File: src/rtl/uart_tx_buf.sv
// uart_tx_buf: byte FIFO feeding an 8N1 UART transmitter with sticky overflow flag
module uart_tx_buf #(
   parameter int CLK_FREQ = 50_000_000,
   parameter int BAUD     = 9600,
   parameter int DEPTH    = 16
) (
   input  logic                     sclk,
   input  logic                     rst_n,
   input  logic                     tx_flag,
   input  logic [7:0]               tx_data,
   input  logic                     clr_ovf,
   output logic                     tx,
   output logic                     busy,
   output logic [$clog2(DEPTH):0]   fifo_cnt,
   output logic                     overflow
);
   localparam int BIT_CYC = CLK_FREQ / BAUD;
   localparam int CW = $clog2(BIT_CYC + 1);
   localparam int AW = $clog2(DEPTH);
   localparam logic [1:0] IDLE = 2'd0, START = 2'd1, DATA = 2'd2, STOP = 2'd3;
   logic [1:0]    state;
   logic [CW-1:0] bit_cnt;
   logic [2:0]    bit_idx;
   logic [7:0]    shreg;
   logic [7:0]    mem [DEPTH];
   logic [AW-1:0] wp, rp;
   logic          bit_end, pop, push;
   always_comb begin
      bit_end = bit_cnt == CW'(BIT_CYC - 1);
      pop     = fifo_cnt != '0 && (state == IDLE || (state == STOP && bit_end));
      push    = tx_flag && (fifo_cnt != (AW+1)'(DEPTH) || pop);
      busy    = state != IDLE || fifo_cnt != '0;
   end
   always_ff @(posedge sclk)
      if (push) mem[wp] <= tx_data;
   always_ff @(posedge sclk or negedge rst_n)
      if (!rst_n) begin
         wp       <= '0;
         rp       <= '0;
         fifo_cnt <= '0;
         overflow <= 1'b0;
         state    <= IDLE;
         bit_cnt  <= '0;
         bit_idx  <= '0;
         shreg    <= '0;
         tx       <= 1'b1;
      end else begin
         if (push) wp <= wp + 1'b1;
         if (pop) rp <= rp + 1'b1;
         fifo_cnt <= fifo_cnt + (AW+1)'(push) - (AW+1)'(pop);
         overflow <= (tx_flag && !push) || (overflow && !clr_ovf);
         bit_cnt  <= (state == IDLE || bit_end) ? '0 : bit_cnt + 1'b1;
         // a pop starts a frame from IDLE or straight out of a finished stop bit
         if (pop) begin
            shreg   <= mem[rp];
            state   <= START;
            bit_idx <= '0;
            tx      <= 1'b0;
         end else if (bit_end) begin
            if (state == START) begin
               state <= DATA;
               tx    <= shreg[0];
            end else if (state == DATA) begin
               shreg   <= shreg >> 1;
               bit_idx <= bit_idx + 1'b1;
               tx      <= bit_idx == 3'd7 ? 1'b1 : shreg[1];
               state   <= bit_idx == 3'd7 ? STOP : DATA;
            end else if (state == STOP) begin
               state <= IDLE;
            end
         end
      end
endmodule
File: config.mk
export PLATFORM = sky130hd
export DESIGN_NAME = uart_tx_buf
export DESIGN_NICKNAME = d
export VERILOG_FILES = /design/src/rtl/uart_tx_buf.sv
export SDC_FILE = /design/constraint.sdc
export NUM_CORES = 1
export LEC_CHECK = 0
export ABC_AREA = 0
export BUFFER_PORTS_ARGS = -buffer_cell sky130_fd_sc_hd__buf_2
export CAP_MARGIN = 10
export CELL_PAD_IN_SITES_DETAIL_PLACEMENT = 0
export CELL_PAD_IN_SITES_GLOBAL_PLACEMENT = 1
export CORE_MARGIN = 1
export CORE_UTILIZATION = 53
export DETAILED_ROUTE_END_ITERATION = 16
export PLACE_DENSITY_LB_ADDON = 0.15
export SLEW_MARGIN = 20
export SYNTH_ARGS = -nofsm -noshare
export SYNTH_HDL_FRONTEND = slang
export SYNTH_SLANG_ARGS = --single-unit
File: constraint.sdc
create_clock -name sclk -period 5.6 [get_ports sclk]
set_input_delay 0.84 -clock sclk [delete_from_list [all_inputs] [get_ports sclk]]
set_output_delay 0.84 -clock sclk [all_outputs]
set_load 0.1 [all_outputs]
Word-level counts from Yosys, hierarchy flattened
Memories as Yosys holds them, arrays and structs flattened.
Cells that the tools add are included.
W data, S select, Z words.
{ "op_classes": {"add_sub_neg": 6, "n_eq_ne": 7, "mux": 22, "reduce_logical": 22} }
{ "op_table": {"columns": ["op", "count"], "rows": [
  ["$mux W8", 4],
  ["$add A13 B1 Y13 const B", 1],
  ["$eq A13 B13 Y1 const B", 1],
  ["$mux W13", 1],
  ["$mux W3", 4],
  ["$mux W2", 5],
  ["$add A4 B1 Y4 const B", 2],
  ["$mux W1", 8],
  ["$reduce_bool A2 Y1", 3],
  ["$add A5 B1 Y5", 1],
  ["$logic_and A1 B1 Y1", 5],
  ["$logic_or A1 B1 Y1", 5],
  ["$ne A5 B5 Y1 const B", 1],
  ["$reduce_bool A5 Y1", 1],
  ["$sub A5 B1 Y5", 1],
  ["$eq A2 B2 Y1 const B", 2],
  ["$reduce_and A2 Y1", 2],
  ["$reduce_bool A4 Y1", 1],
  ["$add A3 B1 Y3 const B", 1],
  ["$eq A3 B3 Y1 const B", 1],
  ["$reduce_and A3 Y1", 1],
  ["$reduce_bool A3 Y1", 1],
  ["$eq A2 B1 Y1 const B", 1],
  ["$logic_not A1 Y1", 2],
  ["2 further kinds", 2]
]} }
{ "word_totals": {"register_bits": 41, "mem_bits_rw": 128, "in_bits": 12, "wordCells": 67, "n_memories": 1} }
{ "memory_table": {"columns": ["memory", "words", "word_bits", "rd", "rd_clocked_by_memory_dff", "wr", "line_no", "text"], "rows": [
  ["mem", 16, 8, 1, 0, 1, "25", "logic [7:0] mem [DEPTH];"]
]} }

Depth between registers and ports, before layout
{ "depth": {"ltp_word": 9, "mapped_depth": 16, "ltp_nobuf": 15} }

Worst setup path before layout
Ideal clock, no wire load.
{ "synth_path": {"path_type": "reg-to-reg", "startpoint": "reg fifo_cnt[2]", "endpoint": "reg fifo_cnt[4]", "setup_ns": 0.128, "t_arrival_ns": 3.209, "setup_slack_ns": 2.263, "path_stages_with_launch": 17, "n_path_buf": 1, "path_cell_list": "dfrtp_1 -> inv_1 -> ha_1 -> nor3b_1 -> a31oi_1 -> buf_2 -> inv_1 -> ha_1 -> inv_1 -> ha_1 -> inv_1 -> fa_1 -> inv_1 -> a21oi_1 -> nor2_1 -> nor2_1 -> xnor2_1"} }
{ "synth_via": {"elab_chain_len": 6, "elab_cells_between_ends": 7, "classes_between": "add/sub: 2; eq/ne: 1; reduce/logical: 4"} }
{ "synth_lines": {"columns": ["element", "line_no", "text"], "rows": [
  ["start, declared", "14", "output logic [$clog2(DEPTH):0] fifo_cnt,"],
  ["start signal, assigned", "50", "fifo_cnt <= fifo_cnt + (AW+1)'(push) - (AW+1)'(pop);"],
  ["$reduce_bool A5 Y1", "30", "pop = fifo_cnt != '0 && (state == IDLE || (state == STOP && bit_end));"],
  ["$logic_and A1 B1 Y1", "30", null],
  ["$logic_or A1 B1 Y1", "31", "push = tx_flag && (fifo_cnt != (AW+1)'(DEPTH) || pop);"],
  ["$logic_and A1 B1 Y1", "31", null],
  ["$add A5 B1 Y5", "50", null],
  ["$sub A5 B1 Y5 (*)", "50", null]
]} }
Every way passes the cells marked *; elsewhere a longest branch is shown, timed or not.
A chain may end at the register's enable or synchronous reset.

Worst setup path in the final report
{ "layout_path": {"startpoint": "reg bit_cnt[0]", "endpoint": "reg fifo_cnt[4]"} }
{ "layout_via": {"elab_chain_len": 8} }
{ "layout_lines": {"columns": ["element", "line_no", "text"], "rows": [
  ["start, declared", "22", "logic [CW-1:0] bit_cnt;"],
  ["start signal, assigned", "52", "bit_cnt <= (state == IDLE || bit_end) ? '0 : bit_cnt + 1'b1;"],
  ["$eq A13 B13 Y1 (*)", "29", "bit_end = bit_cnt == CW'(BIT_CYC - 1);"],
  ["$logic_and A1 B1 Y1 (*)", "30", null],
  ["$logic_or A1 B1 Y1 (*)", "30", null],
  ["$logic_and A1 B1 Y1 (*)", "30", null],
  ["$logic_or A1 B1 Y1", "31", null],
  ["$logic_and A1 B1 Y1", "31", null],
  ["$add A5 B1 Y5", "50", null],
  ["$sub A5 B1 Y5 (*)", "50", null]
]} }
Marked as above.

==> results.json <==
{
  "crit_path_max_incr_delay_ns": 0.72,
  "min_period_ns": 3.405,
  "slew_violations": 0,
  "crit_type": "reg2reg",
  "cts-buffers-inserted": 17,
  "syn2layout_area_growth_pct": 11.04,
  "rows": 42,
  "dr.pass1.iters": 4,
  "maxCapViolCount": 0,
  "postPlaceCellArea_sq_um": 7390,
  "boundaryPins": 20,
  "ctsRootBufferMaster": "clkbuf_16",
  "design_area_sq_um": 7938,
  "drt_drc_violations_left": 0,
  "synth_ff_type": "edfxtp_1",
  "critPathRequiredTime_ns": 5.92,
  "hold_violations": 0,
  "cts_sinks": 169,
  "syn_avg_cell_area_sq_um": 16.28,
  "initial_utilization_pct": 54.19,
  "final_layout_size_suffix_gt1_share_pct": 21.43,
  "grt_pass1_wl_mm": 21.64,
  "yosys_warnings": 0,
  "yosys-top-cells-count": "128 x edfxtp_1, 40 x dfrtp_1, 25 x nor2_1, 22 x mux4_2, 20 x inv_1",
  "viasPerCell": 5.770,
  "antenna_found_initial": 1,
  "cellLeakagePower_nw": 2.956,
  "hpwl_mm": 8.937,
  "ir_worst_vdd_mv": 0.2620,
  "setup_viol": 0,
  "relSlewSlack_pct": 38.15,
  "clk_pin_slew_ns": 0.06,
  "cellPowerDensity_nw_per_um2": 393.8,
  "syn_inst": 439,
  "antenna_cells": 0,
  "hp-class": "reg2reg",
  "max_freq_mhz": 293.7,
  "post_cts_resized": 0,
  "rsz0062_at_grt": "no",
  "cts_tree": "yes",
  "finalCritPeriodShare_pct": 60.80,
  "overflow": 0,
  "yosysMostFrequentCell": "edfxtp_1",
  "yosys.area.top_type": "edfxtp_1",
  "die_h_um": 118.1,
  "die_w_um": 118.1,
  "critPathTopFamily": "adder cells",
  "crit_buf_inv": 4,
  "ys_types": 46,
  "synth.top_cell.area_share_pct": 53.77,
  "cp_slowest_cell": "a31oi_2",
  "dp_cells": 620,
  "grt_usage_pct": 21.58,
  "crit_arrival_ns": 3.72,
  "first_iter_violations": 229,
  "wl_mm": 13.70,
  "post-cts-setup-buffer-count": 0,
  "clock_skew_ns": 0.01344,
  "place_congestion": 0.7742,
  "cts_buffer_depth": 2,
  "syn-cell-area_sq_um": 7148,
  "num_vias": 3762,
  "synth_edf_count": 128,
  "tightest_slew_ns": 0.9277,
  "h-tree-depth": 4,
  "finalNonFillerCells": 652,
  "hold_buffers": 0,
  "end_kind": "register",
  "grt_pass1_vias": 3897,
  "crit_chain": "ha_1, and4bb_2, a41oi_2, a31oi_2, inv_1, ha_1, inv_1, ha_1, inv_1, fa_1, inv_1, a21oi_1, nor2_1, nor2_1, xnor2_1",
  "cp-start-kind": "register",
  "cpMostUsedCell": "inv_1",
  "core_area_sq_um": 13190,
  "ys_seq_area_share_pct": 68.14,
  "crit_fanout": 21,
  "async_flop_share_pct": 24.26,
  "ant_nets": 0,
  "status": "complete, no violations",
  "fin_nets": 494,
  "synth_seq_cells": 169,
  "drt-wirelength-per-cell_um": 21.01,
  "portBuffers": 19,
  "grt_max_degree": 42,
  "synth_area_leaders": "edfxtp_1 54%, dfrtp_1 14%, mux4_2 6.9%, ha_1 3.2%, mux2_2 1.9%",
  "syn_nets": 470,
  "clk_latency_ns": 0.43,
  "setup_tns_ns": 0,
  "dieArea_sq_um": 13960
}
==> logic make-up (layout without fill, tap and decap cells) <==
family	Yosys count	in the layout	synth area share, %
muxes	45	45	10.36
DFF	169	169	68.14
xor gates and xnor gates	21	21	2.573
and+or+nand+nor	91	91	7.089
adders and majority gates	19	19	3.431
AOI/OAI and AO/OA	58	58	6.074
buffers and inverters	36	73	2.328
==> where the power goes <==
part	total [mW]	leakage, nW	internal (mW)	switching (mW)
Clock	1.07	0.258	0.576	0.492
Combinational	0.506	1.03	0.151	0.355
Sequential	1.55	1.66	1.48	0.0677
==> per-stage QoR <==
step / hold WS [ns] / power [mW] / utilization [%] / setup slack (ns)
final: 0.4863 / 3.126 / 60.18 / 2.195
after global routing: 0.5140 / 3.243 / 60.18 / 1.918
after CTS: 0.4900 / 3.148 / 60.13 / 1.815
after detailed placement: 0.4813 / 2.085 / 56.02 / 1.821
after global placement: 0.4680 / 2.077 / 56.01 / 1.966
after floorplan: 0.4549 / 1.949 / - / 2.263
==> per-layer routing <==
metal	share of wire, %	wire, um	track usage [%]
met5	0	0	0
met4	1.6	224	9.215
met3	5.7	781	4.537
met2	48	6599	33.68
met1	44	6093	29.61
==> sequential cells by signal (all words and copies together) (netlist names), 2 cells and up <==
signal,cells
bit_cnt,13
shreg,8
rp,4
fifo_cnt,5
wp,4
state,2
bit_idx,3
mem,128
==> layout make-up <==
class,instances,area [sq um]
Tap cell,176,220.2
Sequential cell,169,4873
Multi-Input combinational cell,234,2117
Clock inverter,14,112.6
Fill cell,1031,5253
Inverter,20,75.07
Timing Repair Buffer,21,110.1
Clock buffer,18,429.2
==> cells in the final DEF (no fill, tap or decap), drive strengths merged, types with 3 or more instances in the layout <==
cell type  instances
mux2i             11
o221a              7
nand2             14
a22oi              4
buf               21
nand4              3
a21oi              4
a22o               5
clkinvlp           3
nor3               3
nor4b              3
nand2b             3
nor2              25
a211o              5
dfrtp             40
edfxtp           128
a221oi             5
mux4              22
xor2              10
o22ai              5
nand3              8
xnor2             11
and3              18
clkinv             5
o21ai             17
clkbuf            18
mux2              12
and2               3
nor2b              6
inv               26
ha                18
==> path summary, 6_finish.rpt <==
check	start	endpoint	slack [ns]	cells past startpoint
worst max-delay path	bit_cnt[0]$_DFF_PN0_	fifo_cnt[4]$_DFF_PN0_	2.20	15
worst min-delay path	bit_cnt[0]$_DFF_PN0_	bit_cnt[0]$_DFF_PN0_	0.49	1
worst max register to register	bit_cnt[0]$_DFF_PN0_	fifo_cnt[4]$_DFF_PN0_	2.20	15
worst min register to register	bit_cnt[0]$_DFF_PN0_	bit_cnt[0]$_DFF_PN0_	0.49	1
max in group asynchronous	rst_n	rp[2]$_DFFE_PN0N_	4.40	1
min in group asynchronous	rst_n	bit_idx[0]$_DFFE_PN0P_	0.55	1
(Power assumes the default switching activity.)
